**config.mk**
```make
export PLATFORM = sky130hd
export DESIGN_NAME = clock_12hr_bcd
export DESIGN_NICKNAME = d
export VERILOG_FILES = /design/src/rtl/clock_12hr_bcd.sv
export SDC_FILE = /design/constraint.sdc
export NUM_CORES = 1
export LEC_CHECK = 0
export CORE_ASPECT_RATIO = 1.75
export CORE_MARGIN = 4
export CORE_UTILIZATION = 35
export DETAILED_ROUTE_END_ITERATION = 16
export GPL_ROUTABILITY_DRIVEN = 0
export PLACE_DENSITY = 0.61
export SKIP_CTS_REPAIR_TIMING = 1
export SLEW_MARGIN = 20
export SYNTH_ARGS = -nofsm -noshare
export SYNTH_HDL_FRONTEND = slang
export SYNTH_SLANG_ARGS = --single-unit
```
**constraint.sdc**
```tcl
create_clock -name clk -period 1.7 [get_ports clk]
set_input_delay 0.34 -clock clk [delete_from_list [all_inputs] [get_ports clk]]
set_output_delay 0.34 -clock clk [all_outputs]
set_load 0.02 [all_outputs]
```
**src/rtl/clock_12hr_bcd.sv**
```systemverilog
// 12-hour wall clock with packed 2-digit BCD outputs and an AM/PM flag.
// Advances by one second on every rising clk edge where ena is high.
//
// Ports:
//   clk    system clock, rising-edge active
//   reset  asynchronous active-high reset to 12:00:00 AM
//   ena    seconds tick; 1 = advance by one second this cycle
//   pm     0 = AM, 1 = PM
//   hh     hours   BCD {tens, ones}, 01..12
//   mm     minutes BCD {tens, ones}, 00..59
//   ss     seconds BCD {tens, ones}, 00..59
module clock_12hr_bcd (
   input  logic       clk,
   input  logic       reset,
   input  logic       ena,
   output logic       pm,
   output logic [7:0] hh,
   output logic [7:0] mm,
   output logic [7:0] ss
);

   logic [7:0] hh_q, hh_d;
   logic [7:0] mm_q, mm_d;
   logic [7:0] ss_q, ss_d;
   logic       pm_q, pm_d;
   logic       sec_carry;
   logic       min_carry;

   // Two-digit BCD increment over 00..59, wrapping 59 -> 00.
   function automatic logic [7:0] inc_0_59(input logic [7:0] v);
      logic [7:0] r;
      if (v[3:0] == 4'd9) begin
         if (v[7:4] == 4'd5) r = 8'h00;
         else                r = {v[7:4] + 4'd1, 4'd0};
      end else begin
         r = {v[7:4], v[3:0] + 4'd1};
      end
      return r;
   endfunction

   // Two-digit BCD hour increment over 01..12, wrapping 12 -> 01.
   function automatic logic [7:0] inc_hour(input logic [7:0] v);
      logic [7:0] r;
      if (v == 8'h12)             r = 8'h01;
      else if (v[3:0] == 4'd9)    r = {v[7:4] + 4'd1, 4'd0};
      else                        r = {v[7:4], v[3:0] + 4'd1};
      return r;
   endfunction

   // Carries ripple in the same cycle so xx:59:59 rolls over in one edge.
   assign sec_carry = ena && (ss_q == 8'h59);
   assign min_carry = sec_carry && (mm_q == 8'h59);

   always_comb begin
      ss_d = ss_q;
      mm_d = mm_q;
      hh_d = hh_q;
      pm_d = pm_q;
      if (ena) begin
         ss_d = inc_0_59(ss_q);
      end
      if (sec_carry) begin
         mm_d = inc_0_59(mm_q);
      end
      if (min_carry) begin
         hh_d = inc_hour(hh_q);
         // Meridiem flips entering 12 o'clock, not when 12 wraps to 1.
         if (hh_q == 8'h11) begin
            pm_d = ~pm_q;
         end
      end
   end

   always_ff @(posedge clk or posedge reset) begin
      if (reset) begin
         hh_q <= 8'h12;
         mm_q <= 8'h00;
         ss_q <= 8'h00;
         pm_q <= 1'b0;
      end else begin
         hh_q <= hh_d;
         mm_q <= mm_d;
         ss_q <= ss_d;
         pm_q <= pm_d;
      end
   end

   assign hh = hh_q;
   assign mm = mm_q;
   assign ss = ss_q;
   assign pm = pm_q;

endmodule

```
# ---- Yosys cells after proc, flatten, opt, wreduce, memory -nomap -nowiden
# Cells that the tools add are included.
dict set report word_totals {
  register_bits 25
  out_inout_bits 25
  elab_cells 36
  input_bits 3
}
dict set report classes {
  n_addsub 6
  eq_ne 9
  mux 6
  n_bitwise 1
  n_reduce_logical 7
}
# operator count
set op_table {}
lappend op_table {{8-bit 2-to-1 mux} 4}
lappend op_table {{4-bit by 1-bit adder with 4-bit output (second input constant)} 6}
lappend op_table {{8-bit by 5-bit equality test with 1-bit output (second input constant)} 2}
lappend op_table {{8-bit by 7-bit equality test with 1-bit output (second input constant)} 2}
lappend op_table {{4-bit equality test (second input constant)} 3}
lappend op_table {{4-bit by 3-bit equality test with 1-bit output (second input constant)} 2}
lappend op_table {{4-bit 2-to-1 mux} 2}
lappend op_table {{2-bit AND reduction} 4}
lappend op_table {{1-bit logical AND} 2}
lappend op_table {{2-bit nonzero test} 1}
lappend op_table {{1-bit inverter} 1}

# ---- Logic depth before layout (Yosys ltp)
# Gate-level depths: netlist of the first run.
dict set report depth {
  ltp_word 4
  ltp_mapped 6
  depth_no_buf 6
}

# ---- Worst setup path before layout of the first run
# No wires, ideal clock.
dict set report synth_path {
  kind {reg-to-reg}
  from {register ss_q[2], in the netlist ss[2]}
  to {register mm_q[5], in the netlist mm[5]}
  stages_incl_launch_ff 5
  required_time_ps 1573
  setup_ps 127
  slack_ps 88
  synth_period_minus_slack_ps 1612
  arrival_ps 1484
  path_buffers 1
  path_cell_list {dfrtp_1 > and4b_2 > and4_1 > buf_4 > mux2_1}
}
dict set report synth_via {
  elab_chain_len 3
}
# item line_no
set synth_lines {}
lappend synth_lines {{start, declared} 24} ;# logic [7:0] ss_q, ss_d;
lappend synth_lines {{start signal, assigned} 83} ;# ss_q <= ss_d;
lappend synth_lines {{8-bit by 7-bit equality test with 1-bit output} 51} ;# assign sec_carry = ena && (ss_q == 8'h59);
lappend synth_lines {{1-bit logical AND} 51}
lappend synth_lines {{2-bit AND reduction (no line)} n/a}
lappend synth_lines {{end signal, assigned} 82} ;# mm_q <= mm_d;
lappend synth_lines {{end, declared} 23} ;# logic [7:0] mm_q, mm_d;
# Every way passes these cells.
# A chain may end at the register's enable or synchronous reset.

# ---- Worst setup path in the final report of the first run
dict set report layout_path {
  from {register ss_q[3], in the netlist ss[3]}
  to {output ss[3]}
}
# item line_no
set layout_lines {}
lappend layout_lines {{end, declared} 19} ;# output logic [7:0] ss
# No word-level cell between the ends.

==> flow_summary.yaml, run 1 <==
status:
  run_status: "finished, final reports clean"
cells_and_area:
  num_antenna_cells: 0
  seq_area_um2: 629
  most-common-layout-cells: "dfrtp_1 (22), buf_4 (16), dlymetal6s2s_1 (15)"
  most_common_cell_after_layout_fill_and_taps_aside: "dfrtp_1"
  utilization_pct: 50.6
  n_fill_cell: 329
  synthToLayoutAreaGrowth_pct: 39.8
  area_of_the_multi_input_gates_um2: 628
  post_layout_nonfiller_instances: 212
  fin_nets: 172
  layout-drive-gt1-share_pct: 18.7
clock_tree:
  clk_latency_ns: 0.27
  cts_made_buffers: 3
  clk_root_buffer_cell: "clkbuf_8"
  clock_tree.htree_level_count: 1
  cts_sink_cnt: 25
  tritoncts: "built"
  cts-root-to-sink-buffers: 2
  clk_pin_slew_ns: 0.09
drt:
  first_iter_violations: 16
  drt_pass_1_iters: 4
  drtAntennaViolNets: 0
  wl_mm: 2.88
  route.detailed.wl_per_inst_um: 13.6
  total_number_of_vias: 1056
  vias_per_cell: 4.98
  drc_errors: 0
logic_synthesis:
  ys_seq_elements: 25
  post_synth_inst_count: 122
  syn_avg_cell_area_um2: 10.7
  sequential_area_share_after_synthesis_pct: 48.3
  syn-num-nets: 127
  synth_ff_type: "dfrtp_1"
  ys_types: 40
  netlist_area_um2: 1300
  proportion_of_synthesized_flip_flops_having_asynchronous_set_or_reset_pct: 100
  post_synth_edffs: 0
  yosysWarningCount: 0
critical_path:
  r2r-start: "ss[5]"
  rrSetupSlack_ns: 0.16
  sort_of_element_at_the_end_of_the_critical_path: "primary output"
  worst-path-max-fanout: 5
  timing.critical_path.required_ns: 1.36
  timing.critical_path.arrival_ns: 1.31
  cpPeakStageDelay_ns: 0.63
  ff2ff_path_depth: 4
  cp.buffers_inverters: 1
  crit-reg2reg-capture: "mm[5]"
  critical_path.startpoint_type: "flop"
  critical_path_cell_list: "clkdlybuf4s50_1"
  timing.critical_path.max_delay_family: "buffers and inverters"
  worst-setup-path-type: "flop to primary output"
  cp_slowest_cell: "clkdlybuf4s50_1"
timing:
  worst-slew-pin-transition_ns: 0.328
  layout_worst_path_cycle_share_pct: 96.9
  finalSetupViolCount: 0
  layout_setup_ws_ns: 0.0522
  whs_ns: 0.424
  minimum_clock_period_after_layout_ns: 1.65
  max-slew-margin-rel_pct: 78.1
  drv_slew: 0
  finalHoldViolations: 0
  setup_repair_after_global_routing_missed_its_margin: "false"
  max_clock_freq_mhz: 607
  finClkSkew_ns: 0.00593
placement:
  dpl.hpwl_mm: 2.24
  portBuffers: 27
  dp_cells: 208
  dpl_worst_slack_ns: -0.237
power:
  p_per_area_nw_per_um2: 965
  vdd_drop_max_v: 0.000805
  power.leakage_nw: 0.977
floorplanning:
  fp.dieArea_um2: 4800
  total_i_o_pin_count: 28
  fp.dieW_um: 54.1
  rows: 29
  floorplan.initialDensity_pct: 36.2
  fp.coreArea_um2: 3590
  die-height_um: 88.7
grt:
  global_route_wire_length_before_repair_mm: 5.07
  first_global_vias: 1183
  grt_max_degree: 26
  track_usage_pct: 14.2
  grt_antenna_before_repair: 0
  globalRoute.totalOverflow: 0
job:
  cap_violations: 0
worst_hold_path:
  min_path_type: "input pin to asynchronous set/reset pin"
[area by class of cell]
class	count	share of cell area [%]
clock buffer	3	2.27
clock inverter	1	0.275
inverter	8	1.65
multi-input combinational	86	34.5
sequential	25	34.6
tap	46	3.16
timing repair buffer	43	23.5
[power by group]
part           total (W)  switching, W  internal [W]  leakage, nW
sequential      0.000751     0.0000664      0.000684        0.310
clock           0.000349      0.000185      0.000164       0.0255
combinational   0.000655      0.000331      0.000324        0.641
total            0.00176      0.000583       0.00117        0.977
[layer usage]
metal  global-route usage [%]  routed length [um]  share of wire, %  up-vias
met3                     1.52                 112               3.9        8
li1                         -                   -                 -      521
met2                     26.4                1580                55       27
met4                     7.48                  86               3.0        0
met5                        0                   0                 0        -
met1                     15.0                1100                38      500
[worst max path at each step]
stage	from	endpoint	cells past startpoint
floorplan	ss[2]	mm[5]	4
global placement	ena	mm[4]	6
detailed placement	ena	mm[4]	6
CTS	hh[1]	hh[1]	1
global route	ss[3]	ss[3]	1
finish	ss[3]	ss[3]	1
[synth_stat cells, types with 2 or more instances]
cell type | count | area share [%]
a21o_1 | 3 | 1.7
a21oi_1 | 3 | 1.2
and2b_1 | 2 | 1.2
and3_1 | 2 | 0.96
and4bb_2 | 3 | 2.9
clkbuf_1 | 2 | 0.58
dfrtp_1 | 23 | 44
dfstp_2 | 2 | 4.0
ha_1 | 2 | 1.9
inv_1 | 8 | 2.3
mux2i_1 | 2 | 1.5
nand2_1 | 9 | 2.6
nand2b_1 | 2 | 0.96
nand3_1 | 6 | 2.3
nand4_1 | 3 | 1.4
nor2_1 | 2 | 0.58
nor2b_1 | 4 | 1.9
nor3_1 | 3 | 1.2
o21ai_0 | 6 | 2.3
o31ai_1 | 3 | 1.7
or3_1 | 2 | 0.96
xnor2_1 | 11 | 7.4
xor2_1 | 2 | 1.3
[cells by family after synthesis]
family	share of synthesized area (%)
simple gates	25.3
flops	48.3
buf+inv	3.46
mux	2.40
fa+ha+maj	1.92
compound gates	9.90
xor+xnor	8.75
[sequential cells by signal, summed over array words and instances (netlist names)]
name	cells
ss	8
mm	8
hh	8
pm	1
[through the flow]
step / TNS (ns) / cell area (um2) / total power, W
finish: 0 / 1820 / 0.00176
global route: 0 / 1820 / 0.00187
CTS: -0.415 / 1780 / 0.00180
detailed placement: -2.19 / 1730 / 0.00144
global placement: -1.57 / 1730 / 0.00142
floorplan: 0 / 1300 / 0.00109
Note: power is estimated with default switching activity, not from simulation.
==> run 2: changes to the inputs <==
- CORE_UTILIZATION: 35 -> 49
- CTS_CLUSTER_SIZE: unset -> 20
- PLACE_DENSITY: 0.61 -> 0.79
==> run 2 against run 1 <==
Combinational power is 5.5% lower. Via count is 1.5% higher. Clock skew is 0.0019 ns lower. Highest routed layer unchanged. Critical endpoint is now hh[1]. First-iteration DRC count stayed put.
==> flow_summary.yaml, run 2 (synthesis gave the netlist of run 1 again) <==
placement:
  post_dp_cell_area_um2: 1690
  dpl_worst_slack_ns: -0.262
  portBuffers: 27
  dpl.hpwl_mm: 2.28
critical_path:
  worst-setup-path-type: "input pin to flop"
  cp_slowest_cell: "clkdlybuf4s50_1"
  sort_of_element_at_the_end_of_the_critical_path: "flop"
  crit_start: "ena"
  cp.buffers_inverters: 1
  worst-path-max-fanout: 8
  cp_endpoint: "hh[1]"
  critical_path.startpoint_type: "input pin"
  r2r-start: "ss[2]"
  ff2ff_path_depth: 4
  timing.critical_path.max_delay_family: "simple AND/OR/NAND/NOR gates"
  rrSetupSlack_ns: 0.10
  timing.critical_path.required_ns: 1.85
  cpPeakStageDelay_ns: 0.47
  cp.depth: 5
  crit-reg2reg-capture: "hh[1]"
  critical_path_cell_list: "clkdlybuf4s50_1 > and4b_2 > and4_2 > nand2_2 > o31ai_1"
  timing.critical_path.arrival_ns: 1.80
cells_and_area:
  fin_nets: 169
  num_antenna_cells: 0
  most-common-layout-cells: "dfrtp_1 (23), dlymetal6s2s_1 (14), clkdlybuf4s50_1 (13), buf_4 (13), xnor2_1 (11)"
  layout-drive-gt1-share_pct: 17.2
  seq_area_um2: 628
  n_fill_cell: 200
  fin_area_um2: 1770
  area_of_the_multi_input_gates_um2: 634
  most_common_cell_after_layout_fill_and_taps_aside: "dfrtp_1"
  synthToLayoutAreaGrowth_pct: 36.2
timing:
  worst-slew-pin-transition_ns: 0.356
  finalHoldViolations: 0
  minimum_clock_period_after_layout_ns: 1.65
  layout_setup_ws_ns: 0.0501
  drv_slew: 0
  max_clock_freq_mhz: 606
  max-slew-margin-rel_pct: 76.1
  layout_worst_path_cycle_share_pct: 97.1
  finClkSkew_ns: 0.00401
  setup_repair_after_global_routing_missed_its_margin: "false"
  finalSetupViolCount: 0
drt:
  route.detailed.wl_per_inst_um: 15.2
  drt_pass_1_iters: 4
  drc_errors: 0
  wl_mm: 2.88
  vias_per_cell: 5.67
  drtAntennaViolNets: 0
  first_iter_violations: 16
  total_number_of_vias: 1072
clock_tree:
  cts_made_buffers: 3
  clk_latency_ns: 0.26
  cts_sink_cnt: 25
  clk_pin_slew_ns: 0.08
  clock_tree.htree_level_count: 1
  cts-root-to-sink-buffers: 2
  tritoncts: "built"
  clk_root_buffer_cell: "clkbuf_8"
grt:
  grt_antenna_before_repair: 0
  grt_max_degree: 26
  first_global_vias: 1192
  globalRoute.totalOverflow: 0
  track_usage_pct: 18.4
  global_route_wire_length_before_repair_mm: 4.99
floorplanning:
  die-height_um: 76.2
  total_i_o_pin_count: 28
  fp.dieW_um: 47.0
  fp.dieArea_um2: 3580
  rows: 24
  fp.coreArea_um2: 2520
  floorplan.initialDensity_pct: 51.6
power:
  p_per_area_nw_per_um2: 976
  post_route_total_power_w: 0.00173
  vdd_drop_max_v: 0.000881
  power.leakage_nw: 0.940
status:
  run_status: "finished, final reports clean"
worst_hold_path:
  min_path_type: "input pin to asynchronous set/reset pin"
job:
  cap_violations: 0
## run 2: changes by cell type in the layout (fill, tap and decap cells not counted), sizes merged
cell and delta:
clkinv -1, buf -3, clkbuf +1, clkdlybuf4s50 +1, dlymetal6s2s -1
## run 2: area by class of cell
type	count	area share, %
inverter	8	1.69
sequential	25	35.4
timing repair buffer	40	22.7
tap	26	1.83
multi-input combinational	86	35.8
clock buffer	4	2.54
## run 2: tightest hold or removal path, cell delays in order
cell and delay (ns):
clkdlybuf4s50_1 0.39, inv_1 0.05, buf_4 0.31
## run 2: worst min path at each step
stage | endpoint | from | slack [ns]
6_report | mm[3] | reset | 0.43
5_1_grt | mm[2] | reset | 0.45
4_1_cts | mm[3] | reset | 0.43
3_5_place_dp | pm | pm | 0.46
3_3_place_gp | pm | pm | 0.45
2_1_floorplan | hh[0] | reset | 0.37
## run 2: metal layers
| layer | wire length [um] | GRT usage, % | vias up |
|---|---|---|---|
| met5 | 0 | 0 | - |
| met4 | 56 | 7.20 | 0 |
| met3 | 136 | 2.36 | 7 |
| met2 | 1640 | 34.2 | 28 |
| met1 | 1040 | 18.7 | 525 |
| li1 | - | - | 512 |
## run 2: per-stage QoR
step | hold slack (ns) | setup TNS (ns) | util (%) | cells
2_1_floorplan | 0.366 | 0 | - | 122
3_3_place_gp | 0.455 | -2.27 | 66.9 | 185
3_5_place_dp | 0.456 | -3.22 | 66.9 | 185
4_1_cts | 0.428 | -0.304 | 68.7 | 189
5_1_grt | 0.446 | 0 | 70.3 | 189
6_report | 0.426 | 0 | 70.3 | 189
## run 2: where the power goes
part / total [W] / switching (W) / internal, W
Clock: 0.000340 / 0.000173 / 0.000167
Combinational: 0.000619 / 0.000311 / 0.000307
Sequential: 0.000773 / 0.0000881 / 0.000684
==> run 3: changes to the inputs <==
- SKIP_LAST_GASP: unset -> 1
- SLEW_MARGIN: 20 -> unset
==> results of run 3 <==
Same layout as run 2: the final DEF is identical, and so are final timing and power.
